$ cat src/rtl/dual_dispatch.sv
// dual_dispatch: two-entry holding buffer that decodes an instruction pair,
// allocates ROB tags and issues up to two instructions per cycle in order.
module dual_dispatch #(
    parameter int TAG_W = 4,
    parameter int XLEN  = 32
) (
    input  logic             clk,
    input  logic             reset,
    input  logic [XLEN-1:0]  instr1,
    input  logic [XLEN-1:0]  instr2,
    input  logic             instr_queue_empty,
    output logic             dispatch_1_ready,
    output logic             dispatch_2_ready,
    input  logic             fu_accept_1,
    input  logic             fu_accept_2,
    input  logic [TAG_W:0]   rob_free,
    output logic             d1_valid,
    output logic             d2_valid,
    output logic             d1_fire,
    output logic             d2_fire,
    output logic [6:0]       d1_opcode,
    output logic [6:0]       d2_opcode,
    output logic [4:0]       d1_rd,
    output logic [4:0]       d2_rd,
    output logic [4:0]       d1_rs1,
    output logic [4:0]       d2_rs1,
    output logic [4:0]       d1_rs2,
    output logic [4:0]       d2_rs2,
    output logic [2:0]       d1_funct3,
    output logic [2:0]       d2_funct3,
    output logic [6:0]       d1_funct7,
    output logic [6:0]       d2_funct7,
    output logic [XLEN-1:0]  d1_imm,
    output logic [XLEN-1:0]  d2_imm,
    output logic             d1_illegal,
    output logic             d2_illegal,
    output logic [TAG_W-1:0] d1_tag,
    output logic [TAG_W-1:0] d2_tag
);
    typedef enum logic [1:0] {EMPTY, ONE, TWO} state_t;

    state_t            state;
    logic              h0_v, h1_v, n_h0_v, n_h1_v;
    logic [XLEN-1:0]   w0, w1, n_w0, n_w1;
    logic [TAG_W-1:0]  next_tag;
    logic [XLEN:0]     dec1, dec2;

    // Returns {illegal, imm}
    function automatic logic [XLEN:0] decode(input logic [XLEN-1:0] i);
        case (i[6:0])
            7'b0010011, 7'b0000011, 7'b1100111:
                return {1'b0, {(XLEN-12){i[31]}}, i[31:20]};
            7'b0100011:
                return {1'b0, {(XLEN-12){i[31]}}, i[31:25], i[11:7]};
            7'b1100011:
                return {1'b0, {(XLEN-12){i[31]}}, i[7], i[30:25], i[11:8], 1'b0};
            7'b0110111, 7'b0010111:
                return {1'b0, XLEN'($signed({i[31:12], 12'b0}))};
            7'b1101111:
                return {1'b0, {(XLEN-20){i[31]}}, i[19:12], i[20], i[30:21], 1'b0};
            7'b0110011:
                return '0;
            default:
                return {1'b1, {XLEN{1'b0}}};
        endcase
    endfunction

    assign state = h1_v ? TWO : (h0_v ? ONE : EMPTY);

    always_ff @(posedge clk or posedge reset) begin
        if (reset) begin
            h0_v     <= 1'b0;
            h1_v     <= 1'b0;
            w0       <= '0;
            w1       <= '0;
            next_tag <= '0;
        end else begin
            h0_v     <= n_h0_v;
            h1_v     <= n_h1_v;
            w0       <= n_w0;
            w1       <= n_w1;
            next_tag <= next_tag + TAG_W'(d1_fire) + TAG_W'(d2_fire);
        end
    end

    // Zero words are bubbles; a lone nonzero word always lands in H0.
    always_comb begin
        n_h0_v = h0_v;
        n_h1_v = h1_v;
        n_w0   = w0;
        n_w1   = w1;
        if (state == EMPTY && !instr_queue_empty) begin
            n_h0_v = (instr1 != '0) || (instr2 != '0);
            n_h1_v = (instr1 != '0) && (instr2 != '0);
            n_w0   = (instr1 != '0) ? instr1 : instr2;
            n_w1   = instr2;
        end else if (d2_fire) begin
            n_h0_v = 1'b0;
            n_h1_v = 1'b0;
        end else if (d1_fire) begin
            n_h0_v = h1_v;
            n_h1_v = 1'b0;
            n_w0   = w1;
        end
    end

    always_comb begin
        dispatch_1_ready = state == EMPTY;
        dispatch_2_ready = state == EMPTY;
        d1_valid   = h0_v;
        d2_valid   = h1_v;
        d1_fire    = h0_v && fu_accept_1 && (|rob_free);
        d2_fire    = h1_v && d1_fire && fu_accept_2 && (rob_free > (TAG_W+1)'(1));
        dec1       = decode(w0);
        dec2       = decode(w1);
        d1_opcode  = w0[6:0];
        d2_opcode  = w1[6:0];
        d1_rd      = w0[11:7];
        d2_rd      = w1[11:7];
        d1_rs1     = w0[19:15];
        d2_rs1     = w1[19:15];
        d1_rs2     = w0[24:20];
        d2_rs2     = w1[24:20];
        d1_funct3  = w0[14:12];
        d2_funct3  = w1[14:12];
        d1_funct7  = w0[31:25];
        d2_funct7  = w1[31:25];
        d1_imm     = dec1[XLEN-1:0];
        d2_imm     = dec2[XLEN-1:0];
        d1_illegal = dec1[XLEN];
        d2_illegal = dec2[XLEN];
        d1_tag     = next_tag;
        d2_tag     = next_tag + TAG_W'(1);
    end

    assert property (@(posedge clk) disable iff (reset) !(h1_v && !h0_v));
endmodule

$ cat config.mk
export PLATFORM = sky130hd
export DESIGN_NAME = dual_dispatch
export DESIGN_NICKNAME = d
export VERILOG_FILES = /design/src/rtl/dual_dispatch.sv
export SDC_FILE = /design/constraint.sdc
export NUM_CORES = 1
export LEC_CHECK = 0
export ABC_AREA = 1
export CAP_MARGIN = 20
export CORE_ASPECT_RATIO = 1.75
export CORE_MARGIN = 2
export CORE_UTILIZATION = 42
export DETAILED_ROUTE_END_ITERATION = 10
export MAX_ROUTING_LAYER = met4
export PLACE_DENSITY = 0.82
export SLEW_MARGIN = 5
export SYNTH_ARGS = -nofsm -noshare
export SYNTH_HDL_FRONTEND = slang
export SYNTH_SLANG_ARGS = --single-unit
export TNS_END_PERCENT = 10
$ cat constraint.sdc
create_clock -name clk -period 3.5 [get_ports clk]
set_clock_uncertainty 0.1 [all_clocks]
set_input_delay 0.875 -clock clk [delete_from_list [all_inputs] [get_ports clk]]
set_output_delay 0.875 -clock clk [all_outputs]
set_load 0.02 [all_outputs]
==> flow_summary_export.csv <==
group,metric,value,unit
critical_path,critPathMaxStageDelay,610,ps
clocking,worst_setup_hold_path_clk_slew,50,ps
timing,totalNegativeSetupSlack,0,ps
grt,maximum_number_of_pins_on_one_net_before_global_route_repair,35,
critical_path,worstReg2RegEnd,"w0[3]",
timing,finalMaxSlewViolations,0,
synth,syn-instance-count,698,
critical_path,worst_setup_path_end_kind,"primary output",
critical_path,worst_path_max_delay_cell,"sky130_fd_sc_hd__clkdlybuf4s50_1",
clocking,maximum_count_of_clock_buffers_along_a_single_path,2,
place,placed_wire_length_estimate_after_detailed_placement,14.7,mm
critical_path,startpoint_type,"flop",
timing,rsz0062_at_grt,"yes",
clocking,hold_fix_buffers_cts,0,
detailed_routing,drt_iter0_markers,385,
clocking,tritoncts.num_buffers,9,
critical_path,timing_worst_setup_path_type,"flop to primary output",
clocking,cts.root.buffer_cell,"sky130_fd_sc_hd__clkbuf_16",
floorplanning,chipWidth,83.5,um
power,p_total,6.29,mW
detailed_routing,detail_route.wirelength,19.0,mm
cells_and_area,drive_above_1_share,0.0754,
grt,antenna_violations_before_repair,0,
timing,tightestPinTransition,615,ps
cells_and_area,layout_commonest_cell,"sky130_fd_sc_hd__clkdlybuf4s50_1",
critical_path,timing.critical_path.depth,9,
place,buffer_ports.inserted,217,
critical_path,worst-path-buf-inv,3,
timing,final_hold_viol_count,0,
clocking,cts_tree,"done",
detailed_routing,via_per_inst,5.28,
synth,synth.distinct_cells,34,
floorplanning,floorplan.rows,50,
clocking,cts.sinks,70,
min_path,hp-class,"flop to flop",
cells_and_area,num_antenna_cells,0,
floorplanning,die-height,143,um
synth,synthesis.nets,775,
power,total_leakage_power,3.93,nW
timing,max_freq,0.291,GHz
place,placed_cells,1042,
critical_path,r2r.worst_path.cells,8,
detailed_routing,drc_errors,0,
critical_path,timing.critical_path.max_delay_family,"buffers and inverters",
synth,mean_instance_size_in_the_synthesized_netlist,6.66,um2
synth,synth.top_cells.by_area,"sky130_fd_sc_hd__dfrtp_1 38%, sky130_fd_sc_hd__nand2_1 13%, sky130_fd_sc_hd__inv_1 10%",
critical_path,timing.critical_path.required,2520,ps
critical_path,crit_fanout,7,
cells_and_area,final_cells,1058,
critical_path,critical_path_arrival,2460,ps
cells_and_area,final_nets,1000,
floorplanning,floorplan.core_area,10800,um2
synth,netlist_area_before_placement,4650,um2
synth,synth.yosys.seq_area_share,0.377,
place,preCtsSetupSlack,49.1,ps
grt,grt_pass1_wl,28.8,mm
synth,netlist.top_cell.by_area,"sky130_fd_sc_hd__dfrtp_1",
floorplanning,start_util,0.432,
clocking,insertion_delay,340,ps
detailed_routing,antenna_violating_nets_post_route,0,
synth,ys_ff_latch,70,
clocking,count_of_buffers_added_by_post_cts_timing_repair_for_setup,0,
grt,grt.overflow.total,0,
cells_and_area,area_delta_synth_final,59.0,%
flow_run,timing.max_cap.violations,0,
detailed_routing,drt-pass1-iter-count,5,
timing,relSlewSlack,0.589,
synth,yosys_warnings,0,
synth,synth.top_cell.area_share,0.377,
run_status,status,"finished, final reports clean",
timing,fin_worst_hold_slack,436,ps
cells_and_area,layout_common_cells,"198 x sky130_fd_sc_hd__clkdlybuf4s50_1, 162 x sky130_fd_sc_hd__nand2_1, 126 x sky130_fd_sc_hd__inv_1",
critical_path,ff2ff_setup_slack,1350,ps
timing,final.period_utilization,0.982,
power,max-vdd-ir-drop,484,uV
place,gp_congestion,0.937,
timing,finalWorstSetupSlack,63.5,ps
place,cell_area_after_placement,7030,um2
power,pwr_density_cell,851,nW/um2
detailed_routing,vias,5587,
grt,gr-usage-all-layers,0.323,
cells_and_area,post-route-cell-area,7400,um2
timing,fin_crit,3440,ps
detailed_routing,avgRoutedWirePerCell,17.9,um
critical_path,cp_cell_sequence,"inv_1 -> nand2_1 -> nor2_1 -> nand2_1 -> o21ai_1 -> nor2_1 -> buf_4 -> a21oi_1 -> clkdlybuf4s50_1",
clocking,clock_tree.htree_level_count,3,
timing,setup_viol,0,
cells_and_area,layout.filler_cells,920,
critical_path,worst_setup_path_startpoint,"w1[4]",
floorplanning,die_area,12000,um2
cells_and_area,finish.utilization,0.687,
grt,via_count_of_the_first_global_routing_pass,5494,
critical_path,timing.critical_path.to,"d2_imm[8]",
critical_path,startpoint_of_the_lowest_slack_register_to_register_path,"d2_valid",
floorplanning,io-pin-count,218,
## power by group
| part | internal, mW | total (mW) | switching, mW |
|---|---|---|---|
| clock | 0.550 | 0.891 | 0.341 |
| sequential | 1.22 | 1.65 | 0.425 |
| combinational | 1.59 | 3.75 | 2.16 |
## state kept, by name, summed over array words and instances, names as in the netlist
register and count:
d2_valid 1, d1_tag 4, w0 32, w1 32
d1_valid 1
## cells by family after synthesis
kind of cell	share of synthesized area
AND/OR/NAND/NOR	0.270
buffers and inverters	0.139
AO/OA/AOI/OAI	0.198
flip-flops	0.377
XOR/XNOR	0.00753
adder cells (fa/ha/maj)	0.00968
## area by class of cell
| type | instances | area, um2 | share of cell area |
|---|---|---|---|
| Multi-Input combinational cell | 469 | 2290 | 0.310 |
| Sequential cell | 70 | 1750 | 0.237 |
| Clock buffer | 12 | 236 | 0.0320 |
| Tap cell | 130 | 163 | 0.0220 |
| Inverter | 129 | 484 | 0.0655 |
| Timing Repair Buffer | 244 | 2420 | 0.328 |
| Clock inverter | 4 | 47.5 | 0.00643 |
## worst min-delay path by stage
| stage | startpoint | cells past startpoint | slack (ps) | to |
|---|---|---|---|---|
| floorplan | w1[0] | 2 | 530 | w1[0] |
| global placement | w1[1] | 2 | 410 | w1[1] |
| detailed placement | w1[1] | 2 | 420 | w1[1] |
| CTS | w1[1] | 2 | 440 | w1[1] |
| global route | w1[1] | 2 | 460 | w1[1] |
| finish | w1[1] | 2 | 440 | w1[1] |
## synthesized netlist by cell type
master                     count
sky130_fd_sc_hd__a31oi_1       2
sky130_fd_sc_hd__ha_1          2
sky130_fd_sc_hd__a21boi_0      1
sky130_fd_sc_hd__o211ai_1     11
sky130_fd_sc_hd__dfrtp_1      70
sky130_fd_sc_hd__o21ai_0      19
sky130_fd_sc_hd__buf_4         6
sky130_fd_sc_hd__o22ai_1       4
sky130_fd_sc_hd__nor2_4        1
sky130_fd_sc_hd__o21ai_2       7
sky130_fd_sc_hd__nor3_2        1
sky130_fd_sc_hd__inv_1       128
sky130_fd_sc_hd__nand4_1      11
sky130_fd_sc_hd__nor3_1        4
sky130_fd_sc_hd__a21oi_1      87
sky130_fd_sc_hd__a22o_1        2
sky130_fd_sc_hd__nor2_2        4
sky130_fd_sc_hd__buf_2        14
sky130_fd_sc_hd__nor2_1       96
sky130_fd_sc_hd__o21bai_1     22
sky130_fd_sc_hd__o21ai_1       2
sky130_fd_sc_hd__buf_6         1
sky130_fd_sc_hd__clkbuf_1      8
sky130_fd_sc_hd__xor2_1        4
sky130_fd_sc_hd__o221ai_1      1
sky130_fd_sc_hd__fa_1          1
sky130_fd_sc_hd__inv_2         1
sky130_fd_sc_hd__nand3_1      15
sky130_fd_sc_hd__nand2_2       6
sky130_fd_sc_hd__nand2_1     163
sky130_fd_sc_hd__nor3_4        1
sky130_fd_sc_hd__or2_2         1
sky130_fd_sc_hd__buf_1         1
sky130_fd_sc_hd__nand2_4       1
## routing by layer
layer  GRT usage  vias to the layer above  routed length [um]
met4       0.196                        0                1150
li1            -                     2653                   -
met3      0.0468                       69                1010
met2       0.571                      247               10000
met5           -                        -                   0
met1       0.338                     2618                6810
## worst register-to-register path: stages, from the launching register on
cell and delay [ps]:
sky130_fd_sc_hd__dfrtp_1 460, sky130_fd_sc_hd__nor2_1 250, sky130_fd_sc_hd__nand2_1 200, sky130_fd_sc_hd__buf_4 280, sky130_fd_sc_hd__nand2_2 100, sky130_fd_sc_hd__nand2_1 60
sky130_fd_sc_hd__buf_4 220, sky130_fd_sc_hd__nor2_1 240, sky130_fd_sc_hd__a21oi_1 110
## timing repair
action / in CTS / in global routing
hold endpoints to repair: 0 / 0
cloned: 0 / 0
resized for setup: 3 / 26
endpoints found under the setup margin: 19 / 39
Power figures use the tool's default switching activity.
==> RTL change 1, RTL diff (same settings) <==
Make the reset (`reset`) synchronous in one clocked block.
--- a/src/rtl/dual_dispatch.sv
+++ b/src/rtl/dual_dispatch.sv
@@ -67,7 +67,7 @@
 
     assign state = h1_v ? TWO : (h0_v ? ONE : EMPTY);
 
-    always_ff @(posedge clk or posedge reset) begin
+    always_ff @(posedge clk) begin
         if (reset) begin
             h0_v     <= 1'b0;
             h1_v     <= 1'b0;
Check against the original RTL: differs if reset is asserted again (counterexample within 4 cycles, from zero or initial values and one cycle with reset high); with reset held inactive, the same outputs for 4 cycles.
==> RTL change 1 against the original RTL <==
- non-clock buffer count did not move
- worst setup slack barely moved
- die area fell by 4.8%
- area after synthesis fell by 5.0%
- sequential cell count did not move
- wire length fell by 4.7%
- design area fell by 2.6%
- global-route usage rose by 0.21 points
- final cell count rose by 3.4%
- hold slack got worse by 0.029 ns
- register-to-register slack improved by 0.28 ns
Power is not compared: it rests on default switching activity, and its combinational part moved more than twofold at a synthesized area within 25%.
==> RTL change 1: results (changes against the original RTL) <==
metric,value,unit,change
status,finished clean,,
place_ws,0.237,ns,+0.188 ns
ctsResizeCount,2,,-1
grt_pass1_vias,5278,,-3.9%
num-fill-cells,887,,-3.6%
hp-class,flip-flop to flip-flop,,
met1_usage,35.6,%,+1.8 points
r2r-start,d1_valid,,
syn-num-nets,823,,+6.2%
dp_hpwl,13.8,mm,-5.8%
grtUsageMet2,53.8,%,-3.3 points
max-slew-margin-rel,52.4,%,-6.5 points
vias_per_cell,5.12,,-3.0%
leakagePower,3.79,nW,
vias,5605,,+0.32%
synth-async-reset-ratio,0,%,-100 points
drive_gt1_share,7.14,%,-0.41 points
synthAdderAreaFrac,1.02,%,+0.051 points
synth-xor-area-share,0.595,%,-0.16 points
worst_skew_pair.late_latency,0.34,ns,about the same
critPathTopFamily,simple AND/OR/NAND/NOR gates,,
synth_top_area_share,31.7,%,-6.0 points
syn_inst,746,,+6.9%
grt_max_degree,38,,+8.6%
met3_length,1.16,mm,+15%
ys_warn_count,0,,unchanged
fin_nets,1039,,+3.9%
yosysSeqAreaShare,31.7,%,-6.0 points
dp.cells,1078,,+3.5%
drt_iter0_drc,336,,-13%
avgRoutedWirePerCell,16.5,um,-7.9%
fin_util,70.3,%,+1.6 points
grt_usage,32.5,%,+0.21 points
worstSetupStartpoint,w1[1],,
wl_met2,9.25,mm,-7.5%
synth_compound_area_share,20.5,%,+0.73 points
hold_start,d1_tag[3],,
grt_util_met3,5.19,%,+0.51 points
gp_congestion,0.952,,+1.6%
grt_pass1_wl,27.2,mm,-5.8%
firstDrtPassIters,5,,unchanged
place_area,6790,um2,-3.3%
yosys-top-cells-area,"dfxtp_1 (32%), nand2_1 (24%), a21oi_1 (13%)",,
met1_length,6.60,mm,-3.0%
yosys-top-cells-count,"nand2_1 (277), a21oi_1 (112), inv_1 (95)",,
cp_slowest_cell,clkdlybuf4s50_1,,
## RTL change 1: cell types whose count changed after synthesis, moves of 5 or more
cell      change
o21bai_1     -22
o211ai_1      +9
inv_1        -33
dfrtp_1      -70
buf_4         -5
nand4_1       -9
o21ai_0      -10
dfxtp_1      +70
nand2_1     +114
a21oi_1      +25
nor2_1       -37
buf_1         +7
## RTL change 1: where the power goes
group / total [mW] / internal (mW) / switching (mW)
sequential: 0.971 / 0.887 / 0.0847
clock: 0.878 / 0.539 / 0.339
combinational: 0.892 / 0.378 / 0.514
## RTL change 1: final cells by class
type | count | share of cell area [%]
timing repair buffer | 244 | 34.6
tap | 127 | 2.21
clock buffer | 16 | 3.91
inverter | 97 | 5.09
sequential | 70 | 19.5
multi-input combinational | 540 | 34.7
## RTL change 1: path summary, 6_finish.rpt
path	end	cells after the start	slack (ns)
worst max-delay path	d2_imm[28]	10	0.06
worst min-delay path	d1_tag[3]	2	0.41
worst max register to register	d1_tag[2]	9	1.63
worst min register to register	d1_tag[3]	2	0.41
==> RTL change 2, RTL diff (config.mk and constraints unchanged) <==
Without the edit above. `TAG_W`: 4 -> 6.
--- a/src/rtl/dual_dispatch.sv
+++ b/src/rtl/dual_dispatch.sv
@@ -1,7 +1,7 @@
 // dual_dispatch: two-entry holding buffer that decodes an instruction pair,
 // allocates ROB tags and issues up to two instructions per cycle in order.
 module dual_dispatch #(
-    parameter int TAG_W = 4,
+    parameter int TAG_W = 6,
     parameter int XLEN  = 32
 ) (
     input  logic             clk,
Ports: changed (resized d1_tag, d2_tag and rob_free); port bits go from 218 to 224. The function was not compared with the original's and may differ.
==> RTL change 2 against the original RTL <==
- global-route usage fell by 2.8 points
- area after synthesis rose by 3.7%
- first-iteration DRC count did not move
- highest routed layer unchanged
- design area rose by 2.0%
- worst setup slack got worse by 0.048 ns
- largest power group unchanged
- sequential cell count rose by 2
- combinational power barely moved
- total power rose by 1.2%
- clock power rose by 0.6%
- non-clock buffer count fell by 7
- register-to-register slack got worse by 0.09 ns
- wire length fell by 4.1%
==> RTL change 2: results (changes against the original RTL) <==
metric,value,unit,change
status,finished clean,,
met3_length,896,um,-11%
tightest_slew,0.725,ns,+0.110 ns
ys_types,32,,-5.9%
leakagePower,4.10,nW,+4.3%
yosys-top-cells-area,"dfrtp_1 (37%), nand2_1 (13%), nor2_1 (10%)",,
drive_gt1_share,6.26,%,-1.3 points
switching_power,2.95,mW,+0.55%
portBuffers,223,,+2.8%
place_ws,0.0879,ns,+0.0388 ns
fin_nets,1016,,+1.6%
synth-xor-area-share,1.45,%,+0.70 points
dp_hpwl,13.8,mm,-5.7%
critical_path_arrival,2.51,ns,+0.05 ns
worstPathMaxFanout,15,,+8
ff2ff_setup_slack,1.26,ns,-0.09 ns
vias_per_cell,5.13,,-2.8%
min_period,3.48,ns,+0.0485 ns
yosys-top-cells-count,"nand2_1 (172), nor2_1 (133), inv_1 (128)",,
synthAdderAreaFrac,0.934,%,-0.035 points
gp_congestion,0.920,,-1.8%
dp.cells,1058,,+1.5%
grt_pass1_vias,5547,,+0.96%
syn-num-nets,799,,+3.1%
synth_compound_area_share,16.3,%,-3.5 points
syn_inst,720,,+3.2%
firstDrtPassIters,6,,+1
hp-class,flip-flop to flip-flop,,
grt_usage,29.5,%,-2.8 points
avgRoutedWirePerCell,16.9,um,-5.5%
yosysSeqAreaShare,37.3,%,-0.32 points
grt_pass1_wl,27.8,mm,-3.7%
drt-total-wl,18.2,mm,-4.1%
met1_length,6.69,mm,-1.7%
grt_max_degree,73,,+110%
place_area,7180,um2,+2.2%
vdd_ir_drop_max,0.584,mV,+21%
RTL change 2: cell type report:
type | instances | area [um2]
inverters | 132 | 495
multi-input cells | 485 | 2370
flip-flops and latches | 72 | 1800
fillers | 970 | 3620
clock buffers | 12 | 267
well taps | 132 | 165
clock inverters | 4 | 26.3
repair buffers | 237 | 2420
RTL change 2: per-layer routing:
layer,vias up,global-route usage (%)
li1,2664,-
met1,2590,31.5
met2,214,50.9
met3,43,3.46
met4,0,17.8
met5,-,-
RTL change 2: final timing paths:
check	startpoint	end	cells after the start
setup / recovery	w1[3]	d2_imm[16]	9
hold reg to reg	d1_tag[5]	d1_tag[5]	1
hold / removal	d1_tag[5]	d1_tag[5]	1
min in group asynchronous	reset	w0[1]	3
setup reg to reg	d2_valid	w0[8]	7
max in group asynchronous	reset	w1[24]	3
RTL change 2: logic make-up (layout without fill, tap and decap cells):
group           after synthesis  in the layout
simple gates                352            352
fa+ha+maj                     3              3
xor+xnor                      8              8
buf+inv                     163            385
compound gates              122            122
flops                        72             72
RTL change 2: per-stage QoR:
step	hold WS, ns	util (%)	TNS, ns
global placement	0.395	64.3	0
floorplan	0.511	-	0
finish	0.407	67.6	0
CTS	0.410	67.0	0
detailed placement	0.399	64.3	0
global route	0.429	67.6	-2.52
RTL change 2: repair_timing:
| action | 4_1_cts | 5_1_grt |
|---|---|---|
| endpoints found under the hold margin | 0 | 0 |
| resized for setup | 6 | 22 |
| setup endpoints to repair | 22 | 51 |
RTL change 2: power groups by stage:
stage                     combinational, mW  clock, mW  sequential [mW]
after detailed placement               3.75          0             1.72
after global placement                 3.70          0             1.71
after global routing                   4.00      0.943             1.78
after CTS                              3.76      0.904             1.71
after floorplan                        1.56          0             2.09
final                                  3.75      0.896             1.73
